### src/rtl/phy_rx.sv
// phy_rx: two-lane serial receiver, all logic in the clk_32f domain.
//
// Each lane shifts in one bit per cycle (MSB of each byte first). The lane
// hunts for the COMMA byte to find byte alignment and requires SYNC_COUNT
// consecutive aligned commas before it locks. Once both lanes are locked,
// every non-comma byte is packed into 32-bit words, MSB byte first. The
// finished words from the two lanes are then interleaved back into one
// stream, starting with lane 0.
//
// Handshake: data_out/valid_out form a push-only stream with no ready.
// valid_out is a single-cycle pulse that marks a new data_out value.
// data_out holds its value until the next pulse. Pulses are always separated
// by at least one low cycle.
//
// Ports:
//   clk_32f      in   1   bit clock, rising edge
//   reset        in   1   synchronous, active-high
//   phy_rx_in_0  in   1   serial lane 0
//   phy_rx_in_1  in   1   serial lane 1
//   data_out     out  32  reassembled word
//   valid_out    out  1   one-cycle pulse per new data_out
//   rx_active    out  1   both lanes locked (registered)
//   err_count    out  8   only when PHY_RX_ERR_CNT_EN is defined: saturating
//                         count of partial words discarded by a mid-word COMMA
//
// Optional feature macro: PHY_RX_ERR_CNT_EN.
module phy_rx #(
  parameter int unsigned SYNC_COUNT = 4,
  parameter logic [7:0]  COMMA      = 8'hBC
) (
  input  logic        clk_32f,
  input  logic        reset,
  input  logic        phy_rx_in_0,
  input  logic        phy_rx_in_1,
  output logic [31:0] data_out,
  output logic        valid_out,
  output logic        rx_active
`ifdef PHY_RX_ERR_CNT_EN
  ,
  output logic [7:0]  err_count
`endif
);

  typedef enum logic [1:0] {
    ST_SEARCH = 2'd0,
    ST_SYNC   = 2'd1,
    ST_LOCKED = 2'd2
  } state_t;

  localparam int SCW = (SYNC_COUNT < 2) ? 1 : $clog2(SYNC_COUNT + 1);

  logic [1:0]     w_in;
  state_t         r_state     [2];
  state_t         w_state_nxt [2];
  logic [SCW-1:0] r_sync_cnt  [2];
  logic [SCW-1:0] w_sync_nxt  [2];
  logic [2:0]     r_bit_cnt   [2];
  logic [2:0]     w_bit_nxt   [2];
  logic [7:0]     r_shift     [2];
  logic [7:0]     w_shift_nxt [2];
  logic           w_boundary  [2];
  logic [7:0]     r_byte      [2];
  logic           r_byte_vld  [2];
  logic [23:0]    r_word      [2];
  logic [1:0]     r_byte_idx  [2];
  logic [31:0]    r_hold      [2];
  logic           r_held      [2];
  logic           w_word_done [2];
  logic           w_discard   [2];
  logic           w_emit;
  logic           r_ptr;
  logic           r_rx_active;
  logic [31:0]    r_data_out;
  logic           r_valid_out;

  assign w_in = {phy_rx_in_1, phy_rx_in_0};

  // Per-lane alignment FSM. Comma detection uses the shift value that
  // includes the bit being sampled on this edge. A match therefore lands on
  // the edge that samples the last bit of the comma.
  always_comb begin
    for (int l = 0; l < 2; l++) begin
      w_shift_nxt[l] = {r_shift[l][6:0], w_in[l]};
      w_boundary[l]  = (r_bit_cnt[l] == 3'd7);
      w_state_nxt[l] = r_state[l];
      w_sync_nxt[l]  = r_sync_cnt[l];
      w_bit_nxt[l]   = r_bit_cnt[l] + 3'd1;
      case (r_state[l])
        ST_SEARCH: begin
          if (w_shift_nxt[l] == COMMA) begin
            w_bit_nxt[l]   = 3'd0;
            w_sync_nxt[l]  = SCW'(1);
            w_state_nxt[l] = (SYNC_COUNT <= 1) ? ST_LOCKED : ST_SYNC;
          end
        end
        ST_SYNC: begin
          if (w_boundary[l]) begin
            if (w_shift_nxt[l] != COMMA) begin
              w_state_nxt[l] = ST_SEARCH;
            end else if (r_sync_cnt[l] == SCW'(SYNC_COUNT - 1)) begin
              w_state_nxt[l] = ST_LOCKED;
            end else begin
              w_sync_nxt[l] = r_sync_cnt[l] + SCW'(1);
            end
          end
        end
        default: ;
      endcase
      // The byte register holds a byte captured on the previous edge. It is
      // consumed only while the link is active.
      w_word_done[l] = r_byte_vld[l] && r_rx_active &&
                       (r_byte[l] != COMMA) && (r_byte_idx[l] == 2'd3);
      w_discard[l]   = r_byte_vld[l] && r_rx_active &&
                       (r_byte[l] == COMMA) && (r_byte_idx[l] != 2'd0);
    end
  end

  // Un-striping takes the pointed lane only. The !r_valid_out term keeps
  // pulses apart, so a lane that is already waiting goes out one cycle later.
  assign w_emit = r_held[r_ptr] && !r_valid_out;

  always_ff @(posedge clk_32f) begin
    if (reset) begin
      for (int l = 0; l < 2; l++) begin
        r_state[l]    <= ST_SEARCH;
        r_sync_cnt[l] <= '0;
        r_bit_cnt[l]  <= 3'd0;
        r_shift[l]    <= 8'd0;
        r_byte[l]     <= 8'd0;
        r_byte_vld[l] <= 1'b0;
        r_word[l]     <= 24'd0;
        r_byte_idx[l] <= 2'd0;
        r_hold[l]     <= 32'd0;
        r_held[l]     <= 1'b0;
      end
    end else begin
      for (int l = 0; l < 2; l++) begin
        r_state[l]    <= w_state_nxt[l];
        r_sync_cnt[l] <= w_sync_nxt[l];
        r_bit_cnt[l]  <= w_bit_nxt[l];
        r_shift[l]    <= w_shift_nxt[l];
        r_byte_vld[l] <= (r_state[l] == ST_LOCKED) && w_boundary[l];
        if ((r_state[l] == ST_LOCKED) && w_boundary[l]) begin
          r_byte[l] <= w_shift_nxt[l];
        end
        if (r_byte_vld[l] && r_rx_active) begin
          if (r_byte[l] == COMMA) begin
            r_byte_idx[l] <= 2'd0;
          end else begin
            r_word[l]     <= {r_word[l][15:0], r_byte[l]};
            r_byte_idx[l] <= r_byte_idx[l] + 2'd1;
          end
        end
        // A fresh word takes priority over the clear from un-striping.
        if (w_word_done[l]) begin
          r_hold[l] <= {r_word[l], r_byte[l]};
          r_held[l] <= 1'b1;
        end else if (w_emit && (r_ptr == 1'(l))) begin
          r_held[l] <= 1'b0;
        end
      end
    end
  end

  always_ff @(posedge clk_32f) begin
    if (reset) begin
      r_data_out  <= 32'd0;
      r_valid_out <= 1'b0;
      r_ptr       <= 1'b0;
      r_rx_active <= 1'b0;
    end else begin
      r_rx_active <= (r_state[0] == ST_LOCKED) && (r_state[1] == ST_LOCKED);
      r_valid_out <= w_emit;
      if (w_emit) begin
        r_data_out <= r_hold[r_ptr];
        r_ptr      <= ~r_ptr;
      end
    end
  end

  assign data_out  = r_data_out;
  assign valid_out = r_valid_out;
  assign rx_active = r_rx_active;

`ifdef PHY_RX_ERR_CNT_EN
  logic [7:0] r_err_cnt;
  logic [8:0] w_err_sum;

  assign w_err_sum = {1'b0, r_err_cnt} + {8'd0, w_discard[0]} + {8'd0, w_discard[1]};

  always_ff @(posedge clk_32f) begin
    if (reset) begin
      r_err_cnt <= 8'd0;
    end else begin
      r_err_cnt <= (w_err_sum > 9'd255) ? 8'd255 : w_err_sum[7:0];
    end
  end

  assign err_count = r_err_cnt;
`endif

endmodule

### config.mk
export PLATFORM = sky130hd
export DESIGN_NAME = phy_rx
export DESIGN_NICKNAME = d
export VERILOG_FILES = /design/src/rtl/phy_rx.sv
export SDC_FILE = /design/constraint.sdc
export NUM_CORES = 1
export LEC_CHECK = 0
export CORE_ASPECT_RATIO = 0.8
export CORE_MARGIN = 2
export CORE_UTILIZATION = 60
export DETAILED_ROUTE_END_ITERATION = 7
export PLACE_DENSITY = 0.84
export SYNTH_ARGS = -nofsm -noshare
export SYNTH_HDL_FRONTEND = slang
export SYNTH_SLANG_ARGS = --single-unit
### constraint.sdc
create_clock -name clk_32f -period 6.3 [get_ports clk_32f]
set_input_delay 1.26 -clock clk_32f [delete_from_list [all_inputs] [get_ports clk_32f]]
set_output_delay 1.26 -clock clk_32f [all_outputs]
set_load 0.02 [all_outputs]
==> results.cfg <==
[sta]
worstMarginPinSlew_ns = 1.154
fmax_mhz = 285.0
relSlewSlack_pct = 23.05
min_period_ns = 3.509
final.setup_skew_ns = 0.01050
setup_tns_ns = 0
maxSlewViolCount = 0
rsz0062_at_grt = no
final-setup-viol-count = 0
fin_crit_sh_pct = 55.70
hold_viol_final = 0

[synth]
yosysTopAreaCell = edfxtp_1
synth_compound_area_share_pct = 14.89
syn_area_mm2 = 0.008594
synthAdderAreaFrac_pct = 1.747
synth-edff-count = 133
synth_cell_type_count = 46
synth-async-reset-ratio_pct = 0
synth_nets = 713
synthTopCellsByCount = edfxtp_1 (133), a21oi_1 (85), dfxtp_1 (69)
synthMuxAreaShare_pct = 4.353
yosys.area.top_type_share_pct = 46.47
synth.avg_cell_area_um2 = 12.33
ys_ff_latch = 202
postSynthCellCount = 697
synth_top_family_by_area = compound AO/OA/AOI/OAI gates
yosys_most_used_dff = edfxtp_1
yosys.area_share.simple_pct = 12.04
synth.most_common_cell = edfxtp_1
ys_seq_area_share_pct = 62.54
synthXorXnorAreaFrac_pct = 0
ys_top_cells_by_area = edfxtp_1 (46%), dfxtp_1 (16%), a21oi_1 (4.9%), a21boi_1 (4.3%), mux2i_1 (4.2%)
ys_warn_count = 0

[setup_path]
reg2reg_depth = 4
rrSetupSlack_ns = 3.47
startpoint = valid_out$_SDFF_PP0_
path_buf_inv = 1
cp.required_ns = 5.04
r2r_start = r_byte[0][14]$_SDFFCE_PN0P_
crit_chain = clkdlybuf4s50_1
crit_type = reg -> out
r2r-end = r_word[0][27]$_SDFFCE_PN0P_
worst_setup_path_start_kind = flip-flop
arrival_ns = 2.25
worstPathMaxFanout = 69
cp.depth = 1
max_stage_delay_ns = 0.99
endpoint = valid_out
end_kind = output pin
crit_family = flip-flops
critPathSlowestCell = dfxtp_2

[global_route]
grt_max_degree = 76
antenna_found_initial = 1
grt_pass1_vias = 5355
overflow = 0
grt_pass1_wl_mm = 27.30
grt_use_total_pct = 22.57

[place]
port-buffer-count = 37
place.gp.congestion = 0.7897
dp_hpwl_mm = 9.982

[cts]
cts.sinks = 202
cts_max_level = 1
cts_tree = done
clk_pin_slew_ns = 0.06
cts-hold-fix-buffers = 0
cts_made_buffers = 20
clk_path_buf_depth = 3
clock_latency_ns = 0.49
cts_setup_buffers = 0
cts_root_buffer = clkbuf_16
cts-resized-gates = 0

[floorplan]
ioPinCount = 38
start_util_pct = 60.73
die-area_mm2 = 0.01530
num_rows = 39
core_mm2 = 0.01415
die_y_um = 111.1
fp.dieW_um = 137.8

[drt]
via_count = 5440
ant_nets = 0
drc = 0
drt-initial-drc-count = 492
viasPerCell = 6.024
post_drt_wl_per_cell_um = 18.33
wl_mm = 16.56
first_pass_iters = 5

[layout]
drive_above_1_share_pct = 8.067
num_antenna_cells = 0
seq_area_mm2 = 0.005378
syn2layout_area_growth_pct = 11.59
nFillCells = 985
nets = 721
multi_input_area_mm2 = 0.002893

[power_and_ir_drop]
leakage_nw = 3.202
finalPower_mw = 2.737
powerDensity_mw_per_mm2 = 285.4
ir_worst_vdd_mv = 0.1955

[flow_run]
drv_cap = 0

[hold_path]
hp-class = reg -> reg

[status]
outcome = completed
-- registers in the layout, summed over array words and instances (netlist names), named ones only --
name	flops
r_byte	16
data_out	32
r_ptr	1
rx_active	1
r_state	4
r_shift	14
r_byte_vld	2
r_hold	64
r_bit_cnt	6
valid_out	1
r_word	48
r_sync_cnt	6
r_byte_idx	4
r_held	2
-- layout make-up --
type                       count  area share [%]
tap                          184           2.401
clock inverter                 7          0.3392
timing repair buffer          46           4.514
sequential                   202           56.07
clock buffer                  29           6.001
multi-input combinational    422           30.16
inverter                      13          0.5088
-- report_power, final --
group          switching, mW  internal (mW)
registers             0.0402           1.45
logic                 0.0787         0.0600
clock network          0.469          0.634
total                  0.588           2.15
-- how the worst min path moves through the flow --
stage | slack, ns | cells after the start | start | end
after floorplan | 0.40 | 1 | r_bit_cnt[0][3]$_SDFF_PP0_ | r_bit_cnt[0][3]$_SDFF_PP0_
after global placement | 0.42 | 1 | r_bit_cnt[0][0]$_SDFF_PP0_ | r_bit_cnt[0][0]$_SDFF_PP0_
after detailed placement | 0.42 | 1 | r_bit_cnt[0][0]$_SDFF_PP0_ | r_bit_cnt[0][0]$_SDFF_PP0_
after CTS | 0.43 | 1 | r_bit_cnt[0][0]$_SDFF_PP0_ | r_bit_cnt[0][0]$_SDFF_PP0_
after global routing | 0.45 | 1 | r_bit_cnt[0][0]$_SDFF_PP0_ | r_bit_cnt[0][0]$_SDFF_PP0_
final | 0.43 | 1 | r_bit_cnt[0][0]$_SDFF_PP0_ | r_bit_cnt[0][0]$_SDFF_PP0_
-- through the flow --
step,cells,setup slack (ns),util (%),hold WS (ns),instance area [um2]
2_1_floorplan,697,2.739,-,0.4043,8594
3_3_place_gp,867,2.941,63.47,0.4154,8982
5_1_grt,903,2.639,67.77,0.4520,9590
3_5_place_dp,867,2.848,63.47,0.4238,8982
6_report,903,2.791,67.77,0.4295,9590
4_1_cts,903,2.797,67.77,0.4331,9590
-- cells by family after synthesis --
kind of cell | after synthesis
AO/OA/AOI/OAI | 203
adder cells (fa/ha/maj) | 12
buffers and inverters | 73
flip-flops | 202
multiplexers | 37
AND/OR/NAND/NOR | 170
-- layer usage --
metal	GRT usage (%)	wire length, um	up-vias
met2	36.92	8055	199
met3	3.612	961	34
li1	-	-	2569
met4	6.667	432	0
met1	31.32	7106	2638
met5	0	0	-
-- worst reg2reg max path, cell delays in order (launching register included) --
cell	delay, ns
edfxtp_1	0.42
nand4b_1	0.35
o21bai_4	0.21
buf_4	0.50
nand2_1	0.83
-- cells in the final DEF, fill, tap and decap left out, drive strengths merged, types with 29 or more instances in the layout --
cell           Yosys  routed
edfxtp           133     133
a21oi             85      85
dfxtp             69      69
a21boi            64      64
nand2             60      60
o21ai             42      42
or3               37      37
mux2i             37      37
clkdlybuf4s50      0      36
nor2b             32      32
clkbuf            19      29
Note: power is estimated with default switching activity, not from simulation.
